--- config.mk ---
export PLATFORM = sky130hd
export DESIGN_NAME = reg_bus_cmd_master_flat
export DESIGN_NICKNAME = d
export VERILOG_FILES = /design/src/rtl/reg_bus_pkg.sv /design/src/rtl/reg_bus_cmd_master_if.sv /design/src/rtl/reg_bus_cmd_master.sv /design/src/flat_wrapper.sv
export SDC_FILE = /design/constraint.sdc
export NUM_CORES = 1
export LEC_CHECK = 0
export ABC_AREA = 0
export BUFFER_PORTS_ARGS = -buffer_cell sky130_fd_sc_hd__buf_2
export CAP_MARGIN = 15
export CELL_PAD_IN_SITES_DETAIL_PLACEMENT = 1
export CELL_PAD_IN_SITES_GLOBAL_PLACEMENT = 1
export CORE_MARGIN = 2
export CORE_UTILIZATION = 39
export CTS_CLUSTER_DIAMETER = 200
export DETAILED_ROUTE_END_ITERATION = 7
export GPL_TIMING_DRIVEN = 0
export PLACE_DENSITY_LB_ADDON = 0.1
export SYNTH_ARGS = -nofsm -noshare
export SYNTH_HDL_FRONTEND = slang
export SYNTH_SLANG_ARGS = --single-unit
--- constraint.sdc ---
create_clock -name in_clk -period 4.3 [get_ports in_clk]
set_input_delay 1.075 -clock in_clk [delete_from_list [all_inputs] [get_ports in_clk]]
set_output_delay 1.075 -clock in_clk [all_outputs]
set_load 0.01 [all_outputs]
--- src/rtl/reg_bus_pkg.sv ---
// reg_bus_pkg: shared reg-bus state encoding, response status codes and width helper
package reg_bus_pkg;
  typedef enum logic [1:0] {IDLE, REQ, GAP, RSP} state_e;
  localparam logic [1:0] RSP_OK     = 2'b00;
  localparam logic [1:0] RSP_BUS_TO = 2'b01;
  localparam logic [1:0] RSP_LCL_TO = 2'b10;
  function automatic int cnt_w(input int n);
    return n > 1 ? $clog2(n) : 1;
  endfunction
endpackage

--- src/rtl/reg_bus_cmd_master_if.sv ---
// reg_bus_cmd_master_if: command, response and reg-bus signals of the reg-bus initiator
interface reg_bus_cmd_master_if #(
  parameter int AW  = 26,
  parameter int DW  = 32,
  parameter int BEW = 4
);
  logic           cmd_valid;
  logic           cmd_ready;
  logic           cmd_wr;
  logic [AW-1:0]  cmd_addr;
  logic [DW-1:0]  cmd_wdata;
  logic [BEW-1:0] cmd_be;
  logic           rsp_valid;
  logic           rsp_ready;
  logic [DW-1:0]  rsp_rdata;
  logic [1:0]     rsp_status;
  logic           reg_cs;
  logic [AW-1:0]  reg_addr;
  logic [DW-1:0]  reg_wdata;
  logic           reg_wr;
  logic [BEW-1:0] reg_be;
  logic [DW-1:0]  reg_rdata;
  logic           reg_ack;
  logic           reg_timeout;
  modport master (
    input  cmd_valid, cmd_wr, cmd_addr, cmd_wdata, cmd_be, rsp_ready, reg_rdata, reg_ack, reg_timeout,
    output cmd_ready, rsp_valid, rsp_rdata, rsp_status, reg_cs, reg_addr, reg_wdata, reg_wr, reg_be
  );
  modport slave (
    output cmd_valid, cmd_wr, cmd_addr, cmd_wdata, cmd_be, rsp_ready, reg_rdata, reg_ack, reg_timeout,
    input  cmd_ready, rsp_valid, rsp_rdata, rsp_status, reg_cs, reg_addr, reg_wdata, reg_wr, reg_be
  );
endinterface

--- src/rtl/reg_bus_cmd_master.sv ---
// reg_bus_cmd_master: single-outstanding reg-bus initiator with bounded retry and local watchdog
module reg_bus_cmd_master
  import reg_bus_pkg::*;
#(
  parameter int AW          = 26,
  parameter int DW          = 32,
  parameter int BEW         = 4,
  parameter bit TIMEOUT_ENB = 1'b1,
  parameter int TIMEOUT_CYC = 1024,
  parameter int RETRY_MAX   = 2
) (
  input logic                 in_clk,
  input logic                 in_reset_n,
  reg_bus_cmd_master_if.master bus
);
  localparam int TW = cnt_w(TIMEOUT_CYC);
  localparam int RW = cnt_w(RETRY_MAX + 1);
  state_e         state_q, state_d;
  logic           cs_q, cs_d, wr_q, wr_d;
  logic [AW-1:0]  addr_q, addr_d;
  logic [DW-1:0]  wdata_q, wdata_d, rdata_q, rdata_d;
  logic [BEW-1:0] be_q, be_d;
  logic [1:0]     status_q, status_d;
  logic [TW-1:0]  timer_q, timer_d;
  logic [RW-1:0]  retry_q, retry_d;
  assign bus.cmd_ready  = state_q == IDLE;
  assign bus.rsp_valid  = state_q == RSP;
  assign bus.rsp_rdata  = rdata_q;
  assign bus.rsp_status = status_q;
  assign bus.reg_cs     = cs_q;
  assign bus.reg_addr   = addr_q;
  assign bus.reg_wdata  = wdata_q;
  assign bus.reg_wr     = wr_q;
  assign bus.reg_be     = be_q;
  // state and datapath registers; async reset so reg_cs drops the moment reset asserts
  always_ff @(posedge in_clk or negedge in_reset_n) begin
    if (!in_reset_n) begin
      state_q  <= IDLE;
      cs_q     <= 1'b0;
      wr_q     <= 1'b0;
      addr_q   <= '0;
      wdata_q  <= '0;
      be_q     <= '0;
      rdata_q  <= '0;
      status_q <= RSP_OK;
      timer_q  <= '0;
      retry_q  <= '0;
    end else begin
      state_q  <= state_d;
      cs_q     <= cs_d;
      wr_q     <= wr_d;
      addr_q   <= addr_d;
      wdata_q  <= wdata_d;
      be_q     <= be_d;
      rdata_q  <= rdata_d;
      status_q <= status_d;
      timer_q  <= timer_d;
      retry_q  <= retry_d;
    end
  end
  // next state: accept, issue, retry on target timeout, watchdog, hold response until consumed
  always_comb begin
    state_d  = state_q;
    cs_d     = cs_q;
    wr_d     = wr_q;
    addr_d   = addr_q;
    wdata_d  = wdata_q;
    be_d     = be_q;
    rdata_d  = rdata_q;
    status_d = status_q;
    timer_d  = timer_q;
    retry_d  = retry_q;
    case (state_q)
      IDLE: if (bus.cmd_valid) begin
        wr_d    = bus.cmd_wr;
        addr_d  = bus.cmd_addr;
        wdata_d = bus.cmd_wdata;
        be_d    = bus.cmd_be;
        cs_d    = 1'b1;
        timer_d = '0;
        retry_d = '0;
        state_d = REQ;
      end
      REQ: begin
        timer_d = timer_q + 1'b1;
        if (bus.reg_ack && !bus.reg_timeout) begin
          cs_d     = 1'b0;
          rdata_d  = wr_q ? '0 : bus.reg_rdata;
          status_d = RSP_OK;
          state_d  = RSP;
        end else if (bus.reg_ack && retry_q < RW'(RETRY_MAX)) begin
          cs_d    = 1'b0;
          retry_d = retry_q + 1'b1;
          state_d = GAP;
        end else if (bus.reg_ack) begin
          cs_d     = 1'b0;
          rdata_d  = '0;
          status_d = RSP_BUS_TO;
          state_d  = RSP;
        end else if (TIMEOUT_ENB && timer_q == TW'(TIMEOUT_CYC - 1)) begin
          cs_d     = 1'b0;
          rdata_d  = '0;
          status_d = RSP_LCL_TO;
          state_d  = RSP;
        end
      end
      GAP: begin
        cs_d    = 1'b1;
        timer_d = '0;
        state_d = REQ;
      end
      RSP: state_d = bus.rsp_ready ? IDLE : RSP;
      default: begin
        state_d  = IDLE;
        cs_d     = 1'b0;
        wr_d     = 1'b0;
        addr_d   = '0;
        wdata_d  = '0;
        be_d     = '0;
        rdata_d  = '0;
        status_d = RSP_OK;
        timer_d  = '0;
        retry_d  = '0;
      end
    endcase
  end
endmodule

--- src/flat_wrapper.sv ---
// flat-port wrapper written by rule: the top's interface ports become plain ports
module reg_bus_cmd_master_flat import reg_bus_pkg::*;
#(
  parameter int AW          = 26,
  parameter int DW          = 32,
  parameter int BEW         = 4,
  parameter bit TIMEOUT_ENB = 1'b1,
  parameter int TIMEOUT_CYC = 1024,
  parameter int RETRY_MAX   = 2
)
  (in_clk, in_reset_n, bus_cmd_valid, bus_cmd_wr, bus_cmd_addr, bus_cmd_wdata, bus_cmd_be, bus_rsp_ready, bus_reg_rdata, bus_reg_ack, bus_reg_timeout, bus_cmd_ready, bus_rsp_valid, bus_rsp_rdata, bus_rsp_status, bus_reg_cs, bus_reg_addr, bus_reg_wdata, bus_reg_wr, bus_reg_be);
  reg_bus_cmd_master_if #(.AW(AW), .DW(DW), .BEW(BEW)) bus_i ();
  input logic in_clk;
  input logic in_reset_n;
  input wire logic [$bits(bus_i.cmd_valid)-1:0] bus_cmd_valid;
  input wire logic [$bits(bus_i.cmd_wr)-1:0] bus_cmd_wr;
  input wire logic [$bits(bus_i.cmd_addr)-1:0] bus_cmd_addr;
  input wire logic [$bits(bus_i.cmd_wdata)-1:0] bus_cmd_wdata;
  input wire logic [$bits(bus_i.cmd_be)-1:0] bus_cmd_be;
  input wire logic [$bits(bus_i.rsp_ready)-1:0] bus_rsp_ready;
  input wire logic [$bits(bus_i.reg_rdata)-1:0] bus_reg_rdata;
  input wire logic [$bits(bus_i.reg_ack)-1:0] bus_reg_ack;
  input wire logic [$bits(bus_i.reg_timeout)-1:0] bus_reg_timeout;
  output wire logic [$bits(bus_i.cmd_ready)-1:0] bus_cmd_ready;
  output wire logic [$bits(bus_i.rsp_valid)-1:0] bus_rsp_valid;
  output wire logic [$bits(bus_i.rsp_rdata)-1:0] bus_rsp_rdata;
  output wire logic [$bits(bus_i.rsp_status)-1:0] bus_rsp_status;
  output wire logic [$bits(bus_i.reg_cs)-1:0] bus_reg_cs;
  output wire logic [$bits(bus_i.reg_addr)-1:0] bus_reg_addr;
  output wire logic [$bits(bus_i.reg_wdata)-1:0] bus_reg_wdata;
  output wire logic [$bits(bus_i.reg_wr)-1:0] bus_reg_wr;
  output wire logic [$bits(bus_i.reg_be)-1:0] bus_reg_be;
  assign bus_i.cmd_valid = bus_cmd_valid;
  assign bus_i.cmd_wr = bus_cmd_wr;
  assign bus_i.cmd_addr = bus_cmd_addr;
  assign bus_i.cmd_wdata = bus_cmd_wdata;
  assign bus_i.cmd_be = bus_cmd_be;
  assign bus_i.rsp_ready = bus_rsp_ready;
  assign bus_i.reg_rdata = bus_reg_rdata;
  assign bus_i.reg_ack = bus_reg_ack;
  assign bus_i.reg_timeout = bus_reg_timeout;
  assign bus_cmd_ready = bus_i.cmd_ready;
  assign bus_rsp_valid = bus_i.rsp_valid;
  assign bus_rsp_rdata = bus_i.rsp_rdata;
  assign bus_rsp_status = bus_i.rsp_status;
  assign bus_reg_cs = bus_i.reg_cs;
  assign bus_reg_addr = bus_i.reg_addr;
  assign bus_reg_wdata = bus_i.reg_wdata;
  assign bus_reg_wr = bus_i.reg_wr;
  assign bus_reg_be = bus_i.reg_be;
  reg_bus_cmd_master #(.AW(AW), .DW(DW), .BEW(BEW), .TIMEOUT_ENB(TIMEOUT_ENB), .TIMEOUT_CYC(TIMEOUT_CYC), .RETRY_MAX(RETRY_MAX)) u_core (.in_clk(in_clk), .in_reset_n(in_reset_n), .bus(bus_i));
endmodule
==> results by group <==
STA
  – Setup TNS Final: 0 ns
  – Minimum clock period: 2.527 ns
  – Normalized max-slew margin: 40.35%
  – Hold Slack: 0.4873 ns
  – Final slew viol count: 0
  – Fin crit share: 58.77%
  – RSZ-0062 raised after global routing: no
  – Fmax: 0.3957 GHz
  – Fin Clk Skew: 0.009247 ns
  – Final hold vios: 0
  – Final setup fails: 0
  – Worst Tran Pin Value: 0.8880 ns

Detailed routing
  – Vias per cell: 5.196
  – Post-Route WL: 12060 µm
  – Via count: 3497
  – Initial DRC Count: 169
  – Drt pass-1 iters: 4
  – DRC: 0
  – Routed WL per cell: 17.93 µm
  – Antenna Nets Post-Route: 0

Synthesis
  – Count leader, synth: dfrtp_1
  – Ys flop type: dfrtp_1
  – Synth Instances: 313
  – Yosys cell types: 48
  – Yosys top cell by area: dfrtp_1
  – Seq/Total Area, Yosys: 61.61%
  – Post-synth EDFFs: 0
  – Post-synthesis instance area: 4549 µm²
  – Flops & latches, synth: 112
  – Asr flop ratio synth: 100.0%
  – Top cell type's share of synthesized area: 61.61%
  – Synth top area cells: dfrtp_1, mux2_2, a32o_1
  – Commonest cells in the netlist: dfrtp_1, mux2_2, a32o_1, nand2_1, o21ai_0
  – Post-Syn Nets: 415
  – Mapped Avg Cell Area: 14.53 µm²
  – Synth warn: 0

Finish
  – # diodes: 0
  – Area Overhead vs Synth: 33.03%
  – Final Net Count: 627
  – Share of layout cells above drive strength 1: 56.60%

Clocking
  – Root buf cell: clkbuf_16
  – CTS buffer count: 9
  – Clk sink count: 112
  – Cts hold-fix bufs: 0
  – Clk pin slew, worst setup/hold paths: 0.07 ns
  – Deepest clock path buffer count: 2
  – # resized after CTS: 0
  – H-Tree Depth: 3
  – Post-CTS Setup Inserts: 0
  – TritonCTS clock tree: done
  – Clk_lat worst skew: 0.35 ns

Place
  – IO buf count: 200
  – DP HPWL: 8987 µm
  – Routability-driven placement congestion ratio: 0.7613

Floorplan
  – Core box area: 11420 µm²
  – Area of the die: 12550 µm²
  – Rows: 39
  – Die Y: 112.0 µm
  – Width of the die: 112.0 µm
  – Initial Util: 39.84%
  – IO Pins: 201

Critical path
  – Critical Path RT: 3.22 ns
  – Critical R2R Capture: u_core.bus.rsp_rdata[2]
  – CP Cell Sequence: and2_1 -> clkbuf_1 -> buf_2
  – CP Class: flop to output pin
  – Crit path max-delay family: buffers and inverters
  – Max stage delay on crit path: 0.43 ns
  – Register-to-Register Path Depth: 6
  – Critical path's slowest cell: dfrtp_1
  – CP bufs+invs: 2
  – R2R Setup Slk: 2.22 ns
  – Worst path arrival time: 1.45 ns
  – Crit path launch type: flop
  – Critical path capture point type: output pin
  – Reg-to-Reg Start: u_core.timer_q[0]
  – Max FO, Critical Path: 7

Min path
  – Hold endpoint: u_core.retry_q[0]
  – Hold Path Stages: 1
  – Hold Crit Class: flop to flop
  – Worst hold start: u_core.retry_q[0]

GRT
  – Vias in the first global route: 3792
  – Met1 Resource Use GR: 22.38%
  – Largest net degree at the start of global routing: 80
  – Congestion Overflow GR: 0
  – Initial antenna violation count: 0
  – GR peak layer: met2
  – Met2 track demand over resource: 33.74%
  – First-pass GRT wire length: 19310 µm
  – Met3 Use GR: 8.165%
  – Gr usage total: 19.54%

Pwr
  – VDD IR-drop max: 0.4303 mV
  – Leakage power: 3.019 nW
  – Pwr Density: 732.1 nW/µm²

Outcome
  – Status: finished, final reports clean

Flow run
  – Max-cap viol count: 0
-- through the flow --
step	total power, mW	setup WS [ns]	util (%)	area [µm²]	instances
after floorplan	2.841	1.888	-	4549	313
after global placement	3.546	0.7808	50.18	5729	656
after detailed placement	3.642	1.540	50.47	5763	657
after CTS	4.496	1.766	53.00	6052	673
after global routing	4.723	1.679	53.00	6052	673
final	4.431	1.773	53.00	6052	673
-- metal layers --
layer  vias to the layer above  part of all wire (%)  wire, µm
met5                         -                     0         0
met4                         0                  0.94       114
met3                        12                   8.7      1048
met2                       142                    50      6016
met1                      1746                    40      4885
li1                       1597                     -         -
-- flip-flops by register name, summed over array words and instances, names as in the netlist --
| register | flops |
|---|---|
| u_core.bus.reg_wr | 1 |
| u_core.bus.reg_be | 4 |
| u_core.state_q | 2 |
| u_core.bus.reg_cs | 1 |
| u_core.timer_q | 10 |
| u_core.bus.reg_addr | 26 |
| u_core.bus.rsp_status | 2 |
| u_core.retry_q | 2 |
| u_core.bus.reg_wdata | 32 |
| u_core.bus.rsp_rdata | 32 |
-- worst max-delay path by stage --
stage | startpoint | to | slack, ns | depth (start not counted)
after floorplan | bus_reg_timeout | u_core.bus.rsp_rdata[0] | 1.89 | 5
final | u_core.state_q[1] | bus_rsp_valid | 1.77 | 3
after global routing | u_core.state_q[1] | bus_rsp_valid | 1.68 | 3
after CTS | u_core.state_q[1] | bus_rsp_valid | 1.77 | 3
after detailed placement | bus_cmd_valid | u_core.bus.reg_wdata[13] | 1.54 | 5
after global placement | in_reset_n | u_core.bus.reg_addr[11] | 0.78 | 1
-- kinds of logic (layout without fill, tap and decap cells) --
kind of cell / after synthesis / count (layout) / share of synthesized area [%]
flops: 112 / 112 / 61.61
mux: 66 / 66 / 16.25
compound gates: 62 / 62 / 11.58
simple gates: 41 / 41 / 5.528
buf+inv: 31 / 248 / 4.758
fa+ha+maj: 1 / 1 / 0.2750
-- cell usage in the layout (no fill, tap or decap), types with 2 or more instances in the layout --
cell             n
clkbuf_16        9
a32o_1          31
nor2_1           3
inv_1            7
dfrtp_1        112
mux2i_1          3
dlygate4sd1_1    2
mux2_2          63
clkinv_2         2
a211oi_1         2
a31oi_1          4
clkbuf_1         8
a31o_1           2
nor3_1           2
o21ai_0         10
nand2b_1         2
nor3b_1          3
a21oi_1          2
and3_1           3
nand3_2          2
buf_2          205
a41oi_1          2
nand3_1          2
buf_8            3
buf_6            5
nand2_1         12
o31ai_1          2
-- power by group --
part | total, mW | switching, mW | internal [mW]
Clock | 0.835 | 0.382 | 0.453
Combinational | 1.75 | 0.878 | 0.871
Sequential | 1.85 | 0.288 | 1.56
Total | 4.43 | 1.55 | 2.88
-- area by class of cell --
cell class,count,area [µm²]
Tap cell,143,178.9
Multi-Input combinational cell,170,1530
Clock buffer,11,232.7
Timing Repair Buffer,201,1035
Inverter,7,26.28
Sequential cell,112,2803
Clock inverter,5,56.30
Fill cell,1242,5366
Buffer,24,190.2
Power figures use the tool's default switching activity.
